File: src/rtl/uart_arb_pkg.sv
// ----------------------------------------------------------------------------
// uart_arb_pkg
//   Shared constants and types for the line-granular UART arbiter.
//   ASCII_LF ends a line and releases the grant. ASCII_CR is an ordinary byte
//   for arbitration purposes. TO_CNT_W is the width of the idle-timeout counter
//   that exists only when UART_ARB_TIMEOUT_EN is defined.
// ----------------------------------------------------------------------------
package uart_arb_pkg;

  localparam logic [7:0] ASCII_LF = 8'h0A;
  localparam logic [7:0] ASCII_CR = 8'h0D;

  localparam int unsigned TO_CNT_W = 16;

  typedef enum logic {
    ST_IDLE   = 1'b0,
    ST_LOCKED = 1'b1
  } arb_state_e;

endpackage

File: src/rtl/uart_rr_pick.sv
// ----------------------------------------------------------------------------
// uart_rr_pick
//   Combinational round-robin picker. It selects the first set bit of req at
//   or after position ptr+1, wrapping modulo N_REQ. ptr is the index of the
//   previous winner, so that winner gets the lowest priority.
// Ports
//   req    in   N_REQ   request vector
//   ptr    in   IDX_W   index of the previous winner
//   pick   out  N_REQ   one-hot winner (all zero when no request)
//   index  out  IDX_W   binary index of the winner (0 when no request)
//   any    out  1       at least one request is present
// ----------------------------------------------------------------------------
module uart_rr_pick #(
  parameter int unsigned N_REQ = 4,
  parameter int unsigned IDX_W = (N_REQ > 1) ? $clog2(N_REQ) : 1
) (
  input  logic [N_REQ-1:0] req,
  input  logic [IDX_W-1:0] ptr,
  output logic [N_REQ-1:0] pick,
  output logic [IDX_W-1:0] index,
  output logic             any
);

  logic [IDX_W-1:0] cand;

  // Scan in priority order: ptr+1, ptr+2, ..., ptr (wrapped).
  always_comb begin
    pick  = '0;
    index = '0;
    any   = 1'b0;
    cand  = '0;
    for (int unsigned i = 1; i <= N_REQ; i++) begin
      cand = IDX_W'((32'(ptr) + i) % N_REQ);
      if (!any && req[cand]) begin
        any         = 1'b1;
        index       = cand;
        pick[cand]  = 1'b1;
      end
    end
  end

endmodule

File: src/rtl/uart_line_arbiter.sv
// ----------------------------------------------------------------------------
// uart_line_arbiter
//   Shares one UART transmitter between N_REQ byte-stream requesters. A grant
//   lasts until the owner's LF byte is transferred, so lines never interleave.
//   Grant selection is round-robin; the owner that just released goes behind
//   every other pending requester.
//
//   Optional feature (macro UART_ARB_TIMEOUT_EN): a 16-bit idle counter revokes
//   the grant after TIMEOUT_CYC consecutive-or-not cycles in which the owner
//   has no valid byte (counter cleared on grant and on every transfer).
//   Without the macro the grant is held until LF.
//
// Ports
//   clk        in   1         system clock, rising edge
//   rst        in   1         asynchronous active-high reset
//   req_valid  in   N_REQ     per-requester byte valid
//   req_data   in   8*N_REQ   per-requester byte, requester i at [8i+7:8i]
//   req_ready  out  N_REQ     per-requester accept, at most one bit set
//   tx_valid   out  1         byte valid towards the UART TX core
//   tx_data    out  8         byte towards the UART TX core
//   tx_ready   in   1         UART TX core accepts a byte
//   grant      out  N_REQ     one-hot owner, zero when idle (registered)
//   busy       out  1         high while LOCKED (registered)
// ----------------------------------------------------------------------------
module uart_line_arbiter
  import uart_arb_pkg::*;
#(
  parameter int unsigned N_REQ       = 4,
  parameter int unsigned TIMEOUT_CYC = 1024
) (
  input  logic               clk,
  input  logic               rst,
  input  logic [N_REQ-1:0]   req_valid,
  input  logic [8*N_REQ-1:0] req_data,
  output logic [N_REQ-1:0]   req_ready,
  output logic               tx_valid,
  output logic [7:0]         tx_data,
  input  logic               tx_ready,
  output logic [N_REQ-1:0]   grant,
  output logic               busy
);

  localparam int unsigned IDX_W = (N_REQ > 1) ? $clog2(N_REQ) : 1;

  if (N_REQ < 2 || N_REQ > 8) begin : g_bad_n_req
    $error("uart_line_arbiter: N_REQ must be in 2..8");
  end
  if (TIMEOUT_CYC < 1 || TIMEOUT_CYC > 65535) begin : g_bad_timeout
    $error("uart_line_arbiter: TIMEOUT_CYC must fit the 16-bit idle counter");
  end

  arb_state_e       state_q, state_d;
  logic [N_REQ-1:0] grant_q, grant_d;
  logic [IDX_W-1:0] owner_q, owner_d;
  logic [IDX_W-1:0] rr_ptr_q, rr_ptr_d;

  logic [N_REQ-1:0] pick_onehot;
  logic [IDX_W-1:0] pick_idx;
  logic             pick_any;
  logic             xfer;
  logic             timeout_hit;
  logic             release_line;

  uart_rr_pick #(
    .N_REQ (N_REQ),
    .IDX_W (IDX_W)
  ) u_rr_pick (
    .req   (req_valid),
    .ptr   (rr_ptr_q),
    .pick  (pick_onehot),
    .index (pick_idx),
    .any   (pick_any)
  );

  // Combinational pass-through from the owner while LOCKED; quiet otherwise.
  always_comb begin
    tx_valid  = 1'b0;
    tx_data   = 8'h00;
    req_ready = '0;
    if (state_q == ST_LOCKED) begin
      tx_valid           = req_valid[owner_q];
      tx_data            = req_data[{owner_q, 3'b000} +: 8];
      req_ready[owner_q] = tx_ready;
    end
  end

  assign xfer = tx_valid & tx_ready;

`ifdef UART_ARB_TIMEOUT_EN
  logic [TO_CNT_W-1:0] idle_cnt_q, idle_cnt_d;

  // Revocation only happens while the owner presents nothing, so a byte on
  // the bus is never pulled away.
  assign timeout_hit = (state_q == ST_LOCKED) && !req_valid[owner_q] &&
                       (idle_cnt_q == TO_CNT_W'(TIMEOUT_CYC - 1));

  always_comb begin
    idle_cnt_d = idle_cnt_q;
    if (state_q == ST_IDLE || xfer || timeout_hit) begin
      idle_cnt_d = '0;
    end else if (!req_valid[owner_q]) begin
      idle_cnt_d = idle_cnt_q + 1'b1;
    end
  end
`else
  assign timeout_hit = 1'b0;
`endif

  assign release_line = (xfer && (tx_data == ASCII_LF)) || timeout_hit;

  always_comb begin
    state_d  = state_q;
    grant_d  = grant_q;
    owner_d  = owner_q;
    rr_ptr_d = rr_ptr_q;
    case (state_q)
      ST_IDLE: begin
        if (pick_any) begin
          state_d = ST_LOCKED;
          grant_d = pick_onehot;
          owner_d = pick_idx;
        end
      end
      ST_LOCKED: begin
        if (release_line) begin
          state_d  = ST_IDLE;
          grant_d  = '0;
          rr_ptr_d = owner_q;
        end
      end
      default: state_d = ST_IDLE;
    endcase
  end

  always_ff @(posedge clk or posedge rst) begin
    if (rst) begin
      state_q    <= ST_IDLE;
      grant_q    <= '0;
      owner_q    <= '0;
      rr_ptr_q   <= IDX_W'(N_REQ - 1);
`ifdef UART_ARB_TIMEOUT_EN
      idle_cnt_q <= '0;
`endif
    end else begin
      state_q    <= state_d;
      grant_q    <= grant_d;
      owner_q    <= owner_d;
      rr_ptr_q   <= rr_ptr_d;
`ifdef UART_ARB_TIMEOUT_EN
      idle_cnt_q <= idle_cnt_d;
`endif
    end
  end

  assign grant = grant_q;
  assign busy  = (state_q == ST_LOCKED);

endmodule
File: config.mk
export PLATFORM = sky130hd
export DESIGN_NAME = uart_line_arbiter
export DESIGN_NICKNAME = d
export VERILOG_FILES = /design/src/rtl/uart_arb_pkg.sv /design/src/rtl/uart_rr_pick.sv /design/src/rtl/uart_line_arbiter.sv
export SDC_FILE = /design/constraint.sdc
export NUM_CORES = 1
export LEC_CHECK = 0
export CORE_AREA = 2 2 56 58
export DETAILED_ROUTE_END_ITERATION = 12
export DIE_AREA = 0 0 58 60
export GPL_TIMING_DRIVEN = 0
export PLACE_DENSITY = 0.83
export SKIP_CTS_REPAIR_TIMING = 1
export SLEW_MARGIN = 5
export SYNTH_ARGS = -nofsm -noshare
export SYNTH_HDL_FRONTEND = slang
export SYNTH_HIERARCHICAL = 1
export SYNTH_SLANG_ARGS = --single-unit
export TNS_END_PERCENT = 100
File: constraint.sdc
create_clock -name clk -period 7.45 [get_ports clk]
set_clock_uncertainty 0.1 [all_clocks]
set_input_delay 2.235 -clock clk [delete_from_list [all_inputs] [get_ports clk]]
set_output_delay 2.235 -clock clk [all_outputs]
set_load 0.01 [all_outputs]
==> reports/summary.txt, run 1 <==
outcome: finished clean
RSZ-0062 raised after global routing: no
yosys warns: 6
Avg Inst Size Synth: 9.71 um^2
worst hold start: grant[1]
most used routing layer: met2
Routed WL: 3.37 mm
gpl congestion: 0.884
synthesized instance count: 133
antenna violations before repair: 0
syn_nets: 180
met3 Track Usage GR: 2.38%
Seq cells post-synth: 9
cts bufs inserted: 3
setup TNS: 0 ns
sequential area share after synthesis: 17.6%
kind of critical path: in2out
global route overflow: 0
maximum fanout along the worst path: 9
PD cells: 145 nW/um^2
met1 Resource Use GR: 23.2%
Via density: 5.64
endpoint of the worst hold path: grant[1]
Cell Count Post-Placement: 222
number of setup violations in the final report: 0
largest net degree at the start of global routing: 12
crit share post-route: 86.3%
# clock sinks: 9
Die ar.: 3480 um^2
CTS tree: built
final hold slack: 0.430 ns
hpwl dp: 2.76 mm
Least-Margin Pin Slew: 0.509 ns
Initial Utilization: 44.5%
slew margin rel.: 66.1%
CP endpoint kind: primary output
Layout area overhead: 48.7%
met2 Track Usage GR: 35.2%
Netlist cell types: 43
gr usage total: 19.1%
die height: 60 um
IO Port Bufs: 56
number of diodes: 0
Seq. cell area: 228 um^2
core area: 2900 um^2
Worst Hold Class: reg2reg
floorplan row count: 20
TritonRoute pass-1 iters: 4
Die Wd: 58 um
reg2reg start: owner_q[1]
Max Cap Viol: 0
Root Driver: clkbuf_4
Clock transition at path regs: 0.06 ns
CTS max path bufs: 2
sequence of cells on the critical path: clkdlybuf4s50_1 > mux4_1 > and2_1 > clkdlybuf4s50_1
first-pass GRT wire length: 5.29 mm
routed length per instance: 14.9 um
Layout Cells excl Fill: 226
synthesized cell area: 1290 um^2
P_leak: 0.000733 uW
Vias: 1274
H-tree depth: 1
layout cells sized above 1: 15.0%
Final Hold Viols: 0
clk_lat worst skew: 0.26 ns
hold path cells: 2
fmax: 0.155 GHz
Max stage delay on crit path: 0.64 ns
IO Pins: 57
setup slack, reg-to-reg: 4.78 ns
Startpoint Class: input pin
Max IR drop VDD: 0.000114 V
Slew Limit Fails: 0
overall power: 278 uW
remaining antenna violation count after routing: 0
reg2reg end: rr_ptr_q[1]
vias in the first global route: 1175
DR iter-0 viols: 63
cells on worst reg2reg path: 5
Critical Path Slowest Stage Cell: mux4_1
WP data arrival: 4.10 ns
Fill cells: 228
residual DRC count: 0
Worst EP required: 5.12 ns
cell mode on critical path: clkdlybuf4s50_1
multi-input logic area: 961 um^2
min cycle time layout: 6.43 ns
Final nets: 241
## layout by cell type, fill, tap and decap left out, types with 2 or more instances in the layout
cell	instances
o21ai_1	5
nor2b_1	2
dfstp_2	2
dfrtp_1	7
clkbuf_4	3
and2_1	8
a221o_1	4
mux4_1	6
clkdlybuf4s50_1	56
nor2_1	9
mux2_4	2
inv_1	5
buf_6	4
mux2i_1	2
nand2b_1	2
nand3_1	2
ha_1	8
nand2_1	25
a21oi_1	2
nor3_1	3
a21boi_0	2
o21ai_0	7
mux4_2	4
## flip-flops by register name (all words and copies together) (netlist names)
name / cells
rr_ptr_q: 2
owner_q: 2
grant: 4
busy: 1
## synth_stat cells, drive strengths merged
cell / number / area, um^2
nand2: 25 / 93.8
o21ai: 12 / 60.1
mux4: 10 / 248
nor2: 10 / 40.0
and2: 9 / 57.6
ha: 8 / 100
buf: 7 / 76.3
dfrtp: 7 / 175
inv: 6 / 22.5
a221o: 4 / 40.0
a21oi: 3 / 18.8
mux2i: 3 / 42.5
nor3: 3 / 15.0
a211oi: 2 / 27.5
a21boi: 2 / 15.0
a221oi: 2 / 23.8
dfstp: 2 / 52.6
mux2: 2 / 30.0
nand2b: 2 / 12.5
nand3: 2 / 10.0
nor2b: 2 / 12.5
nor4: 2 / 27.5
a31oi: 1 / 6.26
clkbuf: 1 / 3.75
nand4bb: 1 / 27.5
o22a: 1 / 8.76
o22ai: 1 / 12.5
o31a: 1 / 8.76
or3b: 1 / 8.76
or4b: 1 / 13.8
## power by group
group / internal, uW / switching (uW) / total (uW) / leakage, uW
clock network: 19.8 / 18.0 / 37.8 / 0.0000177
logic: 107 / 73.5 / 181 / 0.000606
registers: 54.0 / 5.37 / 59.4 / 0.000109
total: 181 / 96.9 / 278 / 0.000733
## area by class of cell
type	instances	share of cell area, %
buffer	8	4.17
sequential	9	11.9
timing repair buffer	56	29.2
clock buffer	3	1.17
multi-input combinational	110	50.0
inverter	6	1.17
clock inverter	1	0.261
tap	33	2.15
## kinds of logic after synthesis
| family | Yosys count | synth area share (%) |
|---|---|---|
| simple gates | 58 | 24.7 |
| compound gates | 29 | 17.2 |
| buf+inv | 14 | 7.95 |
| fa+ha+maj | 8 | 7.75 |
| mux | 15 | 24.8 |
| flops | 9 | 17.6 |
## layer usage
layer | up-vias | part of all wire (%)
met5 | - | 0
met4 | 0 | 0.74
li1 | 617 | -
met3 | 4 | 7.0
met1 | 596 | 41
met2 | 57 | 51
## worst max-delay path by stage
stage / end / startpoint
2_1_floorplan: tx_valid / req_valid[1]
3_3_place_gp: tx_valid / req_valid[1]
3_5_place_dp: tx_valid / req_valid[1]
4_1_cts: tx_valid / req_valid[1]
5_1_grt: tx_valid / req_valid[1]
6_report: tx_valid / req_valid[1]
## through the flow
stage / instance area, um^2 / worst slack, ns / util [%]
floorplan: 1290 / 2.12 / -
global placement: 1890 / 1.05 / 65.2
detailed placement: 1890 / 1.03 / 65.2
CTS: 1920 / 1.03 / 66.2
global route: 1920 / 0.932 / 66.2
finish: 1920 / 1.02 / 66.2
## critical path, delay by kind of cell
| kind | cells | cell delay, ns |
|---|---|---|
| buffers and inverters | 2 | 1.02 |
| multiplexers | 1 | 0.64 |
| AND/OR/NAND/NOR | 1 | 0.19 |
No activity file was read; power rests on OpenSTA's default activity.
==> run 2: changes to the inputs <==
--- a/config.mk
+++ b/config.mk
@@ -8,7 +8,6 @@
 export CORE_AREA = 2 2 56 58
 export DETAILED_ROUTE_END_ITERATION = 12
 export DIE_AREA = 0 0 58 60
-export GPL_TIMING_DRIVEN = 0
 export PLACE_DENSITY = 0.83
 export SKIP_CTS_REPAIR_TIMING = 1
 export SLEW_MARGIN = 5
==> constraint.sdc (replaced) <==
create_clock -name clk -period 8.1 [get_ports clk]
set_clock_uncertainty 0.1 [all_clocks]
set_input_delay 2.43 -clock clk [delete_from_list [all_inputs] [get_ports clk]]
set_output_delay 2.43 -clock clk [all_outputs]
set_load 0.01 [all_outputs]
==> reports/summary.txt, run 2 (same netlist as run 1, synthesis figures left out) <==
outcome: finished clean
Largest register FFs: 4 (unchanged)
Final Hold Viols: 0 (unchanged)
Root Driver: clkbuf_4
worst path buffer plus inverter count: 2 (unchanged)
gr usage total: 19.5% (+0.36 points)
Layout area overhead: 42.4%
residual DRC count: 0 (unchanged)
Layout Cells excl Fill: 218 (-3.5%)
fmax: 0.146 GHz
Initial Utilization: 44.5% (unchanged)
routed length per instance: 15.5 um (+4.0%)
Startpoint Class: input pin
kind of critical path: in2out
IO Port Bufs: 56 (unchanged)
commonest cells after routing, fill and taps aside: 56 x clkdlybuf4s50_1, 25 x nand2_1, 9 x nor2_1
number of setup violations in the final report: 0 (unchanged)
Worst EP required: 5.57 ns (+0.45 ns)
Via density: 5.74 (+1.8%)
gpl congestion: 0.870 (-1.6%)
Fill cells: 251 (+10%)
multi-input logic area: 961 um^2 (unchanged)
register share of total power: 26.3% (+4.9 points)
global route overflow: 0 (unchanged)
Routed WL: 3.38 mm (+0.33%)
Int Power: 158 uW (-13%)
cells on worst reg2reg path: 4 (-1)
Max Cap Viol: 0 (unchanged)
final instance area: 1840 um^2 (-4.2%)
CTS tree: built
Final WS setup: 1.24 ns (+0.226 ns)
remaining antenna violation count after routing: 0 (unchanged)
Sw Ratio: 35.4% (+0.52 points)
critical path depth: 4 (unchanged)
number of diodes: 0 (unchanged)
CTS max path bufs: 2 (unchanged)
Seq. cell area: 228 um^2 (unchanged)
critical path's top delay family: buffers and inverters
Critical Path Slowest Stage Cell: mux4_1
WP data arrival: 4.33 ns (+0.23 ns)
reg2reg end: rr_ptr_q[0]
Post-DP Area: 1810 um^2 (-4.2%)
Die ar.: 3480 um^2 (unchanged)
crit share post-route: 84.6%
Cell Count Post-Placement: 214 (-3.6%)
setup TNS: 0 ns (unchanged)
CP endpoint kind: primary output
die height: 60 um (unchanged)
clk_lat worst skew: 0.26 ns (about the same)
P_leak: 0.000689 uW (-6.0%)
Max stage delay on crit path: 0.64 ns (about the same)
H-tree depth: 1 (unchanged)
net switching power: 86.5 uW (-11%)
first-pass GRT wire length: 5.31 mm (+0.40%)
sequence of cells on the critical path: clkdlybuf4s50_1 > mux4_1 > and2_1 > clkdlybuf4s50_1
Comb power frac: 59.4% (-5.6 points)
Slew Limit Fails: 0 (unchanged)
reg2reg start: owner_q[0]
cell mode on critical path: clkdlybuf4s50_1
maximum fanout along the worst path: 11 (+2)
hold path cells: 2 (unchanged)
# clock sinks: 9 (unchanged)
overall power: 244 uW (-12%)
hpwl dp: 2.66 mm (-3.7%)
Least-Margin Pin Slew: 0.638 ns (+0.129 ns)
TritonRoute pass-1 iters: 4 (unchanged)
CP Capture Point: tx_valid
Clock power frac: 14.3% (+0.7 points)
antenna violations before repair: 0 (unchanged)
setup slack, reg-to-reg: 5.31 ns (+0.53 ns)
slew margin rel.: 57.5% (-8.6 points)
most common cell after layout, fill and taps aside: clkdlybuf4s50_1
layout cells sized above 1: 11.9% (-3.1 points)
largest net degree at the start of global routing: 18 (+6)
IO Pins: 57 (unchanged)
PD cells: 133 nW/um^2 (-8.2%)
core area: 2900 um^2 (unchanged)
Worst Hold Class: reg2reg
Vias: 1251 (-1.8%)
floorplan row count: 20 (unchanged)
crit path from: req_valid[2]
Clock transition at path regs: 0.06 ns (about the same)
DR iter-0 viols: 50 (-21%)
Final nets: 233 (-3.3%)
vias in the first global route: 1163 (-1.0%)
Max IR drop VDD: 0.0000933 V (-18%)
RSZ-0062 raised after global routing: no
cts bufs inserted: 3 (unchanged)
Post-Place Worst Slack: 1.26 ns (+0.233 ns)
Die Wd: 58 um (unchanged)
min cycle time layout: 6.86 ns
-- run 2: changes by cell type in the layout (fill, tap and decap cells not counted), sizes merged --
cell,change
buf,-7
clkinv,-1
-- run 2: power by group through the flow --
stage / clock [uW] / sequential [uW] / combinational [uW]
after floorplan: 0 / 54.4 / 102
after global placement: 0 / 64.8 / 142
after detailed placement: 0 / 65.2 / 145
after CTS: 35.5 / 64.3 / 146
after global routing: 37.2 / 65.9 / 156
final: 34.9 / 64.4 / 145
-- run 2: layer usage --
layer	track usage, %	wire length, um
met1	22.6	1320
met5	0	0
met2	37.0	1750
met4	5.65	31
met3	2.81	282
-- run 2: tightest hold or removal path: cells and delay by family (launching register included) --
kind            cells  cell delay, ns
compound gates      1            0.06
flops               1            0.38
simple gates        1            0.05
-- run 2: worst min path at each step --
stage	from	to	slack, ns
final	grant[3]	grant[3]	0.43
after global routing	grant[3]	grant[3]	0.45
after CTS	grant[3]	grant[3]	0.43
after detailed placement	grant[3]	grant[3]	0.42
after global placement	grant[0]	grant[0]	0.42
after floorplan	grant[0]	grant[0]	0.46
-- run 2: per-stage QoR --
stage / hold WS (ns) / util [%]
floorplan: 0.456 / -
global placement: 0.424 / 62.5
detailed placement: 0.425 / 62.5
CTS: 0.433 / 63.4
global route: 0.454 / 63.4
finish: 0.430 / 63.4
-- run 2: final cells by class --
cell class	instances	share of cell area (%)
multi-input combinational	110	52.2
timing repair buffer	56	30.5
sequential	9	12.4
tap	33	2.24
clock buffer	4	1.43
inverter	6	1.22
